File: config.mk
export PLATFORM = sky130hd
export DESIGN_NAME = board_mode_sequencer
export DESIGN_NICKNAME = d
export VERILOG_FILES = /design/src/rtl/board_pkg.sv /design/src/rtl/board_mode_sequencer_btn_debouncer.sv /design/src/rtl/board_mode_sequencer.sv
export SDC_FILE = /design/constraint.sdc
export NUM_CORES = 1
export LEC_CHECK = 0
export CAP_MARGIN = 40
export CORE_MARGIN = 1
export CORE_UTILIZATION = 55
export DETAILED_ROUTE_END_ITERATION = 8
export GPL_ROUTABILITY_DRIVEN = 0
export PLACE_DENSITY = 0.75
export REMOVE_ABC_BUFFERS = 1
export SLEW_MARGIN = 20
export SYNTH_ARGS = -nofsm -noshare
export SYNTH_HDL_FRONTEND = slang
export SYNTH_HIERARCHICAL = 1
export SYNTH_SLANG_ARGS = --single-unit
File: constraint.sdc
create_clock -name clk -period 3 [get_ports clk]
set_input_delay 0.3 -clock clk [delete_from_list [all_inputs] [get_ports clk]]
set_output_delay 0.3 -clock clk [all_outputs]
set_load 0.02 [all_outputs]
File: src/rtl/board_pkg.sv
// Shared state codes, display constants and arithmetic helper for the board
// mode sequencer.
package board_pkg;

    typedef logic [1:0] state_t;

    // State codes equal the mode select codes on switches[9:8].
    localparam state_t S_PASS  = 2'b00;
    localparam state_t S_XOR   = 2'b01;
    localparam state_t S_ADD   = 2'b10;
    localparam state_t S_COUNT = 2'b11;

    localparam logic [3:0] ANODE_RIGHT = 4'b1110;
    localparam logic [3:0] ANODE_OFF   = 4'b1111;
    localparam logic [3:0] COUNT_START = 4'hF;

    function automatic logic [4:0] add_nibbles(input logic [3:0] a, input logic [3:0] b);
        return {1'b0, a} + {1'b0, b};
    endfunction

endpackage

File: src/rtl/board_mode_sequencer_btn_debouncer.sv
// Push-button conditioner: 2-flop synchronizer, stability debounce and a
// single-cycle pulse on each accepted press.
module btn_debouncer #(
    parameter int DEBOUNCE_CYCLES = 1_000_000
) (
    input  logic clk,
    input  logic reset,
    input  logic btn_raw,
    output logic btn_pulse
);

    localparam int CW = (DEBOUNCE_CYCLES > 1) ? $clog2(DEBOUNCE_CYCLES) : 1;

    logic          btn_meta;
    logic          btn_sync;
    logic          btn_level;
    logic [CW-1:0] stable_cnt;

    // NOTE: sequential state uses non-blocking assignments so every flop samples pre-edge values.
    always_ff @(posedge clk or posedge reset) begin
        if (reset) begin
            btn_meta   <= 1'b0;
            btn_sync   <= 1'b0;
            btn_level  <= 1'b0;
            stable_cnt <= '0;
            btn_pulse  <= 1'b0;
        end else begin
            btn_meta  <= btn_raw;
            btn_sync  <= btn_meta;
            btn_pulse <= 1'b0;
            // Counting only while the synced level disagrees makes any bounce restart the window.
            if (btn_sync == btn_level) begin
                stable_cnt <= '0;
            end else if (stable_cnt == CW'(DEBOUNCE_CYCLES - 1)) begin
                stable_cnt <= '0;
                btn_level  <= btn_sync;
                btn_pulse  <= btn_sync;
            end else begin
                stable_cnt <= stable_cnt + CW'(1);
            end
        end
    end

endmodule

File: src/rtl/board_mode_sequencer.sv
// Board top-level: synchronizes switches, picks one of four operating modes and
// drives the hex digit value, LEDs and anode enables from a registered FSM.
module board_mode_sequencer
    import board_pkg::*;
#(
    parameter int TICK_DIV        = 50_000_000,
    parameter int DEBOUNCE_CYCLES = 1_000_000
) (
    input  logic       clk,
    input  logic       reset,
    input  logic [9:0] switches,
    input  logic       btn_center,
    output logic [3:0] value,
    output logic [3:0] led,
    output logic [3:0] anodes,
    output logic [1:0] mode
);

    localparam int TW = $clog2(TICK_DIV);

    logic [9:0]    sw_meta;
    logic [9:0]    sw_sync;
    logic          btn_pulse;
    state_t        state;
    logic [3:0]    countdown;
    logic          run;
    logic [TW-1:0] tick_cnt;

    logic [3:0] sw_a;
    logic [3:0] sw_b;
    state_t     sw_mode;
    logic [4:0] sum;

    assign sw_a    = sw_sync[3:0];
    assign sw_b    = sw_sync[7:4];
    assign sw_mode = sw_sync[9:8];
    assign sum     = add_nibbles(sw_a, sw_b);
    assign mode    = state;

    btn_debouncer #(
        .DEBOUNCE_CYCLES(DEBOUNCE_CYCLES)
    ) u_btn (
        .clk      (clk),
        .reset    (reset),
        .btn_raw  (btn_center),
        .btn_pulse(btn_pulse)
    );

    always_ff @(posedge clk or posedge reset) begin
        if (reset) begin
            sw_meta <= '0;
            sw_sync <= '0;
        end else begin
            sw_meta <= switches;
            sw_sync <= sw_meta;
        end
    end

    always_ff @(posedge clk or posedge reset) begin
        if (reset) begin
            state     <= S_PASS;
            value     <= 4'h0;
            led       <= 4'h0;
            anodes    <= ANODE_OFF;
            countdown <= COUNT_START;
            run       <= 1'b1;
            tick_cnt  <= '0;
        end else begin
            anodes <= ANODE_RIGHT;
            if (sw_mode != state) begin
                // Entry actions; a button pulse arriving with a mode change is dropped here.
                state <= sw_mode;
                case (sw_mode)
                    S_PASS: begin value <= sw_a; led <= 4'h0;        end
                    S_XOR:  begin value <= 4'h0; led <= sw_a ^ sw_b; end
                    S_ADD:  begin value <= 4'h0; led <= 4'h0;        end
                    default: begin
                        countdown <= COUNT_START;
                        value     <= COUNT_START;
                        tick_cnt  <= '0;
                        run       <= 1'b1;
                        led       <= 4'h0;
                    end
                endcase
            end else begin
                case (state)
                    S_PASS: begin value <= sw_a; led <= 4'h0;        end
                    S_XOR:  begin value <= 4'h0; led <= sw_a ^ sw_b; end
                    S_ADD: begin
                        if (btn_pulse) begin
                            value <= sum[3:0];
                            led   <= {3'b000, sum[4]};
                        end
                    end
                    default: begin
                        // A press wins over a coincident tick; the tick count is held either way.
                        if (btn_pulse) begin
                            run <= ~run;
                        end else if (run) begin
                            if (tick_cnt == TW'(TICK_DIV - 1)) begin
                                tick_cnt  <= '0;
                                countdown <= countdown - 4'd1;
                                value     <= countdown - 4'd1;
                            end else begin
                                tick_cnt <= tick_cnt + TW'(1);
                            end
                        end
                    end
                endcase
            end
        end
    end

endmodule

# Word level (Yosys, flattened, before mapping)

Cells that the tools add are included.

Register bits after elaboration: 86
Bits in latches: 0
Bits in writable memories: 0
Bits in read-only memories: 0
Input bits: 13
Output and inout bits: 14
Memories: 0

$add $sub $neg: 4
Multipliers: 0
Div/mod/pow operators: 0
$lt $le $gt $ge: 0
Eq/ne operators: 13
Shifts and indexed selects: 0
Multiplexer cells: 28
Bitwise gates (word level): 3
Reduce and logical (&&, ||, !) cells: 17

Operator list:

| operator              | count |
|---|---|
| $mux 26               | 6 |
| $mux 4                | 11 |
| $mux 20               | 2 |
| $add 26x1->26 const B | 1 |
| $eq 26x26->1 const B  | 1 |
| $pmux 4 s3            | 2 |
| $add 20x1->20 const B | 1 |
| $eq 20x20->1 const B  | 1 |
| $reduce_bool 5->1     | 2 |
| $pmux 4 s2            | 1 |
| $reduce_and 4->1      | 2 |
| $mux 1                | 6 |
| $reduce_bool 2->1     | 3 |
| $reduce_or 3->1       | 2 |
| $add 4x4->5           | 1 |
| $ne 5x5->1 const B    | 1 |
| $reduce_and 5->1      | 1 |
| $eq 2x1->1 const B    | 2 |
| $eq 2x2->1 const B    | 2 |
| $logic_not 2->1       | 2 |
| $ne 2x2->1 const B    | 2 |
| $reduce_and 2->1      | 2 |
| $reduce_bool 4->1     | 1 |
| $sub 4x1->4 const B   | 1 |
| 8 further kinds       | 9 |

# Logic depth before layout (Yosys ltp)

Gate-level depths: netlist of the first run.

Depth in word-level cells: 6
Mapped depth: 8
Depth with buffers taken out: 8

# Cells and area by module

Netlist of the first run, hierarchy kept.

By module, submodules not included:

| module               | times used | cells each | area each (µm²) |
|---|---|---|---|
| board_mode_sequencer | 1          | 297        | 3,115.5 |
| btn_debouncer        | 1          | 108        | 1,188.6 |

# Worst setup path before layout of the first run

Ideal clock, no wire load.

Path kind: register to register
Start point: register tick_cnt[16]
End point: register value[0]
Library setup time: 0.125 ns
Arrival time: 2.151 ns
Required time: 2.875 ns
Path slack: 0.724 ns
Cell stages (with the launch flop): 6
Path buffers: 0
Period minus slack after synthesis: 2.276 ns
Cell sequence: dfrtp_1 -> or4b_1 -> or4b_4 -> nor4b_4 -> nor3_2 -> mux2_4

Word-level cells in the longest chain between the ends: 3

RTL lines:

| what                        | RTL line                    | source |
|---|---|---|
| start, declared             | board_mode_sequencer.sv:27  | `logic [TW-1:0] tick_cnt;` |
| start signal, assigned      | board_mode_sequencer.sv:105 | `tick_cnt <= tick_cnt + TW'(1);` |
| $eq 26x26->1                | board_mode_sequencer.sv:100 | `if (tick_cnt == TW'(TICK_DIV - 1)) begin` |
| $reduce_bool 5->1 (no line) | -                           |  |
| $reduce_and 4->1 (no line)  | -                           |  |
| end signal, assigned        | board_mode_sequencer.sv:91  | `value <= sum[3:0];` |
| end signal, assigned        | board_mode_sequencer.sv:103 | `value <= countdown - 4'd1;` |
| end, declared               | board_mode_sequencer.sv:13  | `output logic [3:0] value,` |

No other way between the ends.
A chain may end at the register's enable or synchronous reset.

# Worst setup path after layout of the first run

Start point: register tick_cnt[16]
End point: register value[3]

Same word-level chain as after synthesis.

==> results.py, run 1 <==
metrics = {
    "timing": {
        "finalCritPeriodShare": 0.791,
        "slew_headroom": 0.571,
        "hold_viol": 0,
        "setup_viol": 0,
        "tightest_slew_ns": 0.642,
        "finalMaxSlewViolations": 0,
        "max_clock_freq_mhz": 421,
        "fin_setup_tns_ns": 0,
        "skew_ns": 0.00723,
        "fin_crit_ns": 2.37,
        "finalWorstSetupSlack_ns": 0.627,
        "rsz0062_at_grt": "no",
    },
    "pwr": {
        "p_total_uw": 2330,
        "powerDensity_nw_per_um2": 480,
        "ir_worst_vdd_mv": 0.273,
        "p_leak_uw": 0.00215,
    },
    "detailed_routing": {
        "routedWlPerCell_um": 14.5,
        "drc": 0,
        "vias": 3050,
        "avgViaCountPerCell": 5.67,
        "totalWireLength_um": 7810,
        "antenna_left": 0,
        "first_pass_iters": 4,
        "drtIter0Drc": 109,
    },
    "worst_setup_path": {
        "critPathTopFamily": "simple AND/OR/NAND/NOR gates",
        "cp_cell_sequence": "or4b_1 -> or4b_4 -> nor4b_4 -> nor3_2 -> mux2_4",
        "crit_type": "register to register",
        "critPathMaxStageDelay_ns": 0.61,
        "cp_max_fo": 5,
        "cp_slowest_cell": "or4b_4",
        "arrival_ns": 2.62,
        "cp-start-kind": "register",
        "endpoint_kind": "register",
        "cp.buffers_inverters": 0,
        "worstPathRequired_ns": 3.24,
    },
    "cts": {
        "clk_path_buf_depth": 2,
        "post_cts_buffers": 0,
        "path_clk_slew_ns": 0.09,
        "htreeDepth": 3,
        "cts_tree": "done",
        "hold_buffers": 0,
        "cts_buffers": 9,
        "cts.sinks": 86,
        "ctsRootBufferMaster": "clkbuf_8",
        "cts_resized": 0,
        "clkLatencyLatePin_ns": 0.35,
    },
    "die": {
        "die_h_um": 90.5,
        "pin_count": 27,
        "row_count": 31,
        "core-area_um2": 7410,
        "chipWidth_um": 90.5,
        "initial_core_util": 0.581,
        "dieArea_um2": 8180,
    },
    "logic_synthesis": {
        "yosys_warnings": 6,
        "ys_seq_area_frac": 0.502,
        "syn_area_um2": 4300,
        "synth-main-ff-cell": "dfrtp_1",
        "ys_types": 58,
        "async_reset_ff_frac": 1.00,
        "synth-seq-cells": 86,
        "synth_edf_count": 0,
        "synthCells": 405,
        "syn_avg_cell_area_um2": 10.6,
    },
    "place": {
        "numPortBuffers": 23,
        "place_ws_ns": 0.640,
        "dp_hpwl_um": 5670,
    },
    "global_route": {
        "grt_overflow": 0,
        "grt_pass1_vias": 2979,
        "grt_pass1_wl_um": 13600,
        "grt_max_degree": 42,
        "antenna_found_initial": 0,
        "grt_usage": 0.209,
    },
    "cells_and_area": {
        "area_growth_pct": 12.8,
        "utilization": 0.656,
        "nets": 462,
        "diodes": 0,
        "drive_above_1_share": 0.109,
    },
    "status": {
        "status": "completed",
    },
    "hold_path": {
        "worstHoldPathType": "primary input to asynchronous set/reset pin",
    },
    "run": {
        "drv_cap": 0,
    },
}
cells in the mapped netlist, types with 2 or more instances:
| library cell | count | area (um2) |
|---|---|---|
| nor2b_1 | 5 | 31.3 |
| nand3_1 | 14 | 70.1 |
| nor3b_1 | 2 | 15.0 |
| nand3_2 | 2 | 20.0 |
| a211oi_1 | 5 | 37.5 |
| clkbuf_1 | 7 | 26.3 |
| inv_1 | 22 | 82.6 |
| buf_4 | 5 | 37.5 |
| a22o_1 | 6 | 52.6 |
| mux2_2 | 2 | 22.5 |
| nor2_1 | 43 | 161 |
| nor4_2 | 2 | 25.0 |
| nand4_2 | 2 | 25.0 |
| and3_1 | 11 | 68.8 |
| o21ai_0 | 11 | 55.1 |
| and4_1 | 4 | 35.0 |
| xor2_1 | 21 | 184 |
| and2_1 | 5 | 31.3 |
| dfstp_2 | 6 | 158 |
| nand2b_1 | 3 | 18.8 |
| xnor2_1 | 15 | 131 |
| ha_1 | 14 | 175 |
| or4_1 | 4 | 30.0 |
| conb_1 | 2 | 7.51 |
| or3_1 | 5 | 31.3 |
| a221oi_1 | 4 | 35.0 |
| mux2i_1 | 5 | 50.1 |
| o31ai_1 | 5 | 37.5 |
| dfrtp_1 | 80 | 2000 |
| nand2_1 | 25 | 93.8 |
| mux2_4 | 3 | 45.0 |
| nand4_1 | 14 | 87.6 |
| nor3_1 | 4 | 20.0 |
| a21oi_1 | 23 | 115 |
sequential cells by signal, indices dropped and copies added (netlist names):
name              count
led                   4
sw_sync              10
u_btn/btn_pulse       1
u_btn/btn_sync        1
mode                  2
u_btn/stable_cnt     20
sw_meta              10
run                   1
tick_cnt             26
anodes                1
countdown             4
u_btn/btn_level       1
u_btn/btn_meta        1
value                 4
cell families (layout without fill, tap and decap cells):
kind of cell,Yosys count,after routing,synth area share
AND/OR/NAND/NOR,157,157,0.211
flip-flops,86,86,0.502
XOR/XNOR,36,36,0.0733
buffers and inverters,36,68,0.0378
other,2,4,0.00174
AO/OA/AOI/OAI,63,63,0.102
multiplexers,10,10,0.0273
adder cells (fa/ha/maj),15,15,0.0453
path summary, 6_finish.rpt:
check / start / endpoint / slack [ns] / cells past startpoint
min reg2reg: u_btn/btn_meta / u_btn/btn_sync / 0.35 / 0
min in group clk: u_btn/btn_meta / u_btn/btn_sync / 0.35 / 0
min: reset / sw_sync[5] / 0.31 / 2
max: tick_cnt[16] / value[3] / 0.63 / 5
max reg2reg: tick_cnt[16] / value[3] / 0.63 / 5
max in group asynchronous: reset / countdown[3] / 2.05 / 3
power breakdown:
part,leakage [uW],internal (uW),total [uW],switching [uW]
Clock,0.0000931,391,813,422
Combinational,0.000943,122,277,154
Sequential,0.00111,1210,1240,33.7
Total,0.00215,1720,2330,610
cell type report:
type                            instances  area, um2
Clock buffer                           10        128
Clock inverter                          6       71.3
Fill cell                             575       2550
Inverter                               22       82.6
Multi-Input combinational cell        285       1990
Sequential cell                        86       2160
Tap cell                               99        124
Timing Repair Buffer                   30        303
routing by layer:
metal	vias up	GRT usage	routed length, um
li1	1482	-	-
met1	1494	0.274	3530
met2	62	0.348	3980
met3	12	0.0429	209
met4	0	0.0645	93
met5	-	0	0
metrics by stage:
step,hold slack (ns),instances,area (um2)
floorplan,0.315,393,4230
global placement,0.334,521,4640
detailed placement,0.336,522,4660
CTS,0.317,538,4860
global route,0.362,538,4860
finish,0.309,538,4860
placed cells by master, fill, tap and decap left out, types with 5 or more instances in the layout:
cell type,synthesis,layout
dfrtp_1,80,80
nor2_1,43,43
nand2_1,25,25
a21oi_1,23,23
clkdlybuf4s50_1,0,23
inv_1,22,21
xor2_1,21,21
xnor2_1,15,15
nand4_1,14,14
nand3_1,14,14
ha_1,14,14
and3_1,11,11
o21ai_0,11,11
clkbuf_8,0,9
a22o_1,6,6
dfstp_2,6,6
and2_1,5,5
nor2b_1,5,5
or3_1,5,5
a211oi_1,5,5
mux2i_1,5,5
o31ai_1,5,5
buf_4,5,5
No activity file was read; power rests on OpenSTA's default activity.
==> run 2, diff against run 1 <==
==> constraint.sdc (replaced) <==
create_clock -name clk -period 2.3 [get_ports clk]
set_input_delay 0.23 -clock clk [delete_from_list [all_inputs] [get_ports clk]]
set_output_delay 0.23 -clock clk [all_outputs]
set_load 0.02 [all_outputs]
==> results.py, run 2 (synthesized netlist as in run 1, its figures left out) <==
metrics = {
    "die": {
        "row_count": 31,
        "chipWidth_um": 90.5,
        "dieArea_um2": 8180,
        "initial_core_util": 0.581,
        "pin_count": 27,
        "die_h_um": 90.5,
        "core-area_um2": 7410,
    },
    "cells_and_area": {
        "final_cell_mix": "dfrtp_1, nor2_1, nand2_1",
        "finalNonFillerCells": 552,
        "area_growth_pct": 15.7,
        "final_common_cell": "dfrtp_1",
        "nets": 476,
        "fillers": 569,
        "top_regs": "tick_cnt: 26 flops, u_btn/stable_cnt: 20 flops",
        "largest_reg_flops": 26,
        "diodes": 0,
        "top_register": "tick_cnt",
        "drive_above_1_share": 0.146,
    },
    "worst_setup_path": {
        "r2r_slack_ns": 0.009,
        "crit_type": "register to register",
        "cp_slowest_cell": "or4b_4",
        "r2r-end": "value[3]",
        "cp-start-kind": "register",
        "cp.buffers_inverters": 0,
        "rr_worst_depth": 5,
        "critPathTopFamily": "simple AND/OR/NAND/NOR gates",
        "cp_max_fo": 3,
        "worstPathRequired_ns": 2.54,
        "path_common_cell": "or4b_4",
        "endpoint_kind": "register",
        "cp.depth": 5,
        "cp_cell_sequence": "or4b_4 -> or4b_4 -> nor4b_4 -> nor3_4 -> mux2_4",
        "arrival_ns": 2.53,
        "r2r_start": "tick_cnt[11]",
        "critPathMaxStageDelay_ns": 0.59,
    },
    "pwr": {
        "powerDensity_nw_per_um2": 612,
        "ir_worst_vdd_mv": 0.345,
        "p_total_uw": 3050,
        "p_leak_uw": 0.00222,
    },
    "detailed_routing": {
        "routedWlPerCell_um": 14.5,
        "first_pass_iters": 4,
        "drc": 0,
        "avgViaCountPerCell": 5.67,
        "vias": 3129,
        "totalWireLength_um": 8000,
        "drtIter0Drc": 132,
        "antenna_left": 0,
    },
    "cts": {
        "cts.sinks": 86,
        "clk_path_buf_depth": 2,
        "post_cts_buffers": 0,
        "cts_buffers": 9,
        "path_clk_slew_ns": 0.09,
        "htreeDepth": 3,
        "ctsRootBufferMaster": "clkbuf_8",
        "hold_buffers": 0,
        "clkLatencyLatePin_ns": 0.36,
        "cts_tree": "done",
    },
    "place": {
        "place_ws_ns": -0.0378,
        "numPortBuffers": 23,
        "dp_cells": 536,
        "dp_hpwl_um": 5800,
    },
    "timing": {
        "fin_crit_ns": 2.29,
        "setup_viol": 0,
        "finalCritPeriodShare": 0.996,
        "finalMaxSlewViolations": 0,
        "hold_viol": 0,
        "finalWorstSetupSlack_ns": 0.00939,
        "slew_headroom": 0.651,
        "rsz0062_at_grt": "yes",
        "skew_ns": 0.0103,
        "max_clock_freq_mhz": 437,
        "tightest_slew_ns": 0.521,
    },
    "global_route": {
        "grt_overflow": 0,
        "antenna_found_initial": 0,
        "grt_pass1_wl_um": 14300,
        "grt_max_degree": 42,
        "grt_pass1_vias": 3210,
        "grt_usage": 0.218,
    },
    "run": {
        "drv_cap": 0,
    },
    "hold_path": {
        "worstHoldPathType": "primary input to asynchronous set/reset pin",
    },
    "status": {
        "status": "completed",
    },
}
[run 2: area by class of cell]
cell class	instances	area, um2	area share
inverter	22	82.6	0.0166
tap	99	124	0.0249
timing repair buffer	44	413	0.0829
clock inverter	7	73.8	0.0148
clock buffer	9	124	0.0249
multi-input combinational	285	2000	0.402
sequential	86	2160	0.434
[run 2: repair_timing]
action,CTS,global route
setup endpoints to repair,4,27
pin swaps,2,0
resized for setup,1,3
[run 2: stage by stage]
stage                     cell area [um2]  utilization  TNS (ns)  hold slack [ns]
after floorplan                      4230            -    -0.989            0.245
after global placement               4770        0.644         0            0.332
after detailed placement             4770        0.644   -0.0760            0.335
after CTS                            4970        0.671         0            0.223
after global routing                 4980        0.672    -0.328            0.267
final                                4980        0.672         0            0.223
[run 2: power breakdown]
group | internal [uW] | leakage, uW | switching, uW | total, uW
clock network | 503 | 0.0000879 | 551 | 1050
registers | 1570 | 0.00111 | 43.2 | 1620
logic | 174 | 0.00102 | 206 | 380
[run 2: layer usage]
layer,global-route usage,routed length (um),vias up,share of wire
met1,0.276,3630,1545,0.45
met4,0.0874,141,0,0.018
met3,0.0328,252,16,0.032
met5,0,0,-,0
met2,0.374,3970,61,0.50
li1,-,-,1507,-
[run 2: how the worst max path moves through the flow]
| stage | start | endpoint | slack [ns] |
|---|---|---|---|
| floorplan | mode[0] | tick_cnt[25] | -0.29 |
| global placement | tick_cnt[11] | value[0] | 0.02 |
| detailed placement | tick_cnt[11] | value[3] | -0.04 |
| CTS | tick_cnt[11] | value[3] | 0.003 |
| global route | tick_cnt[11] | value[0] | -0.07 |
| finish | tick_cnt[11] | value[3] | 0.009 |
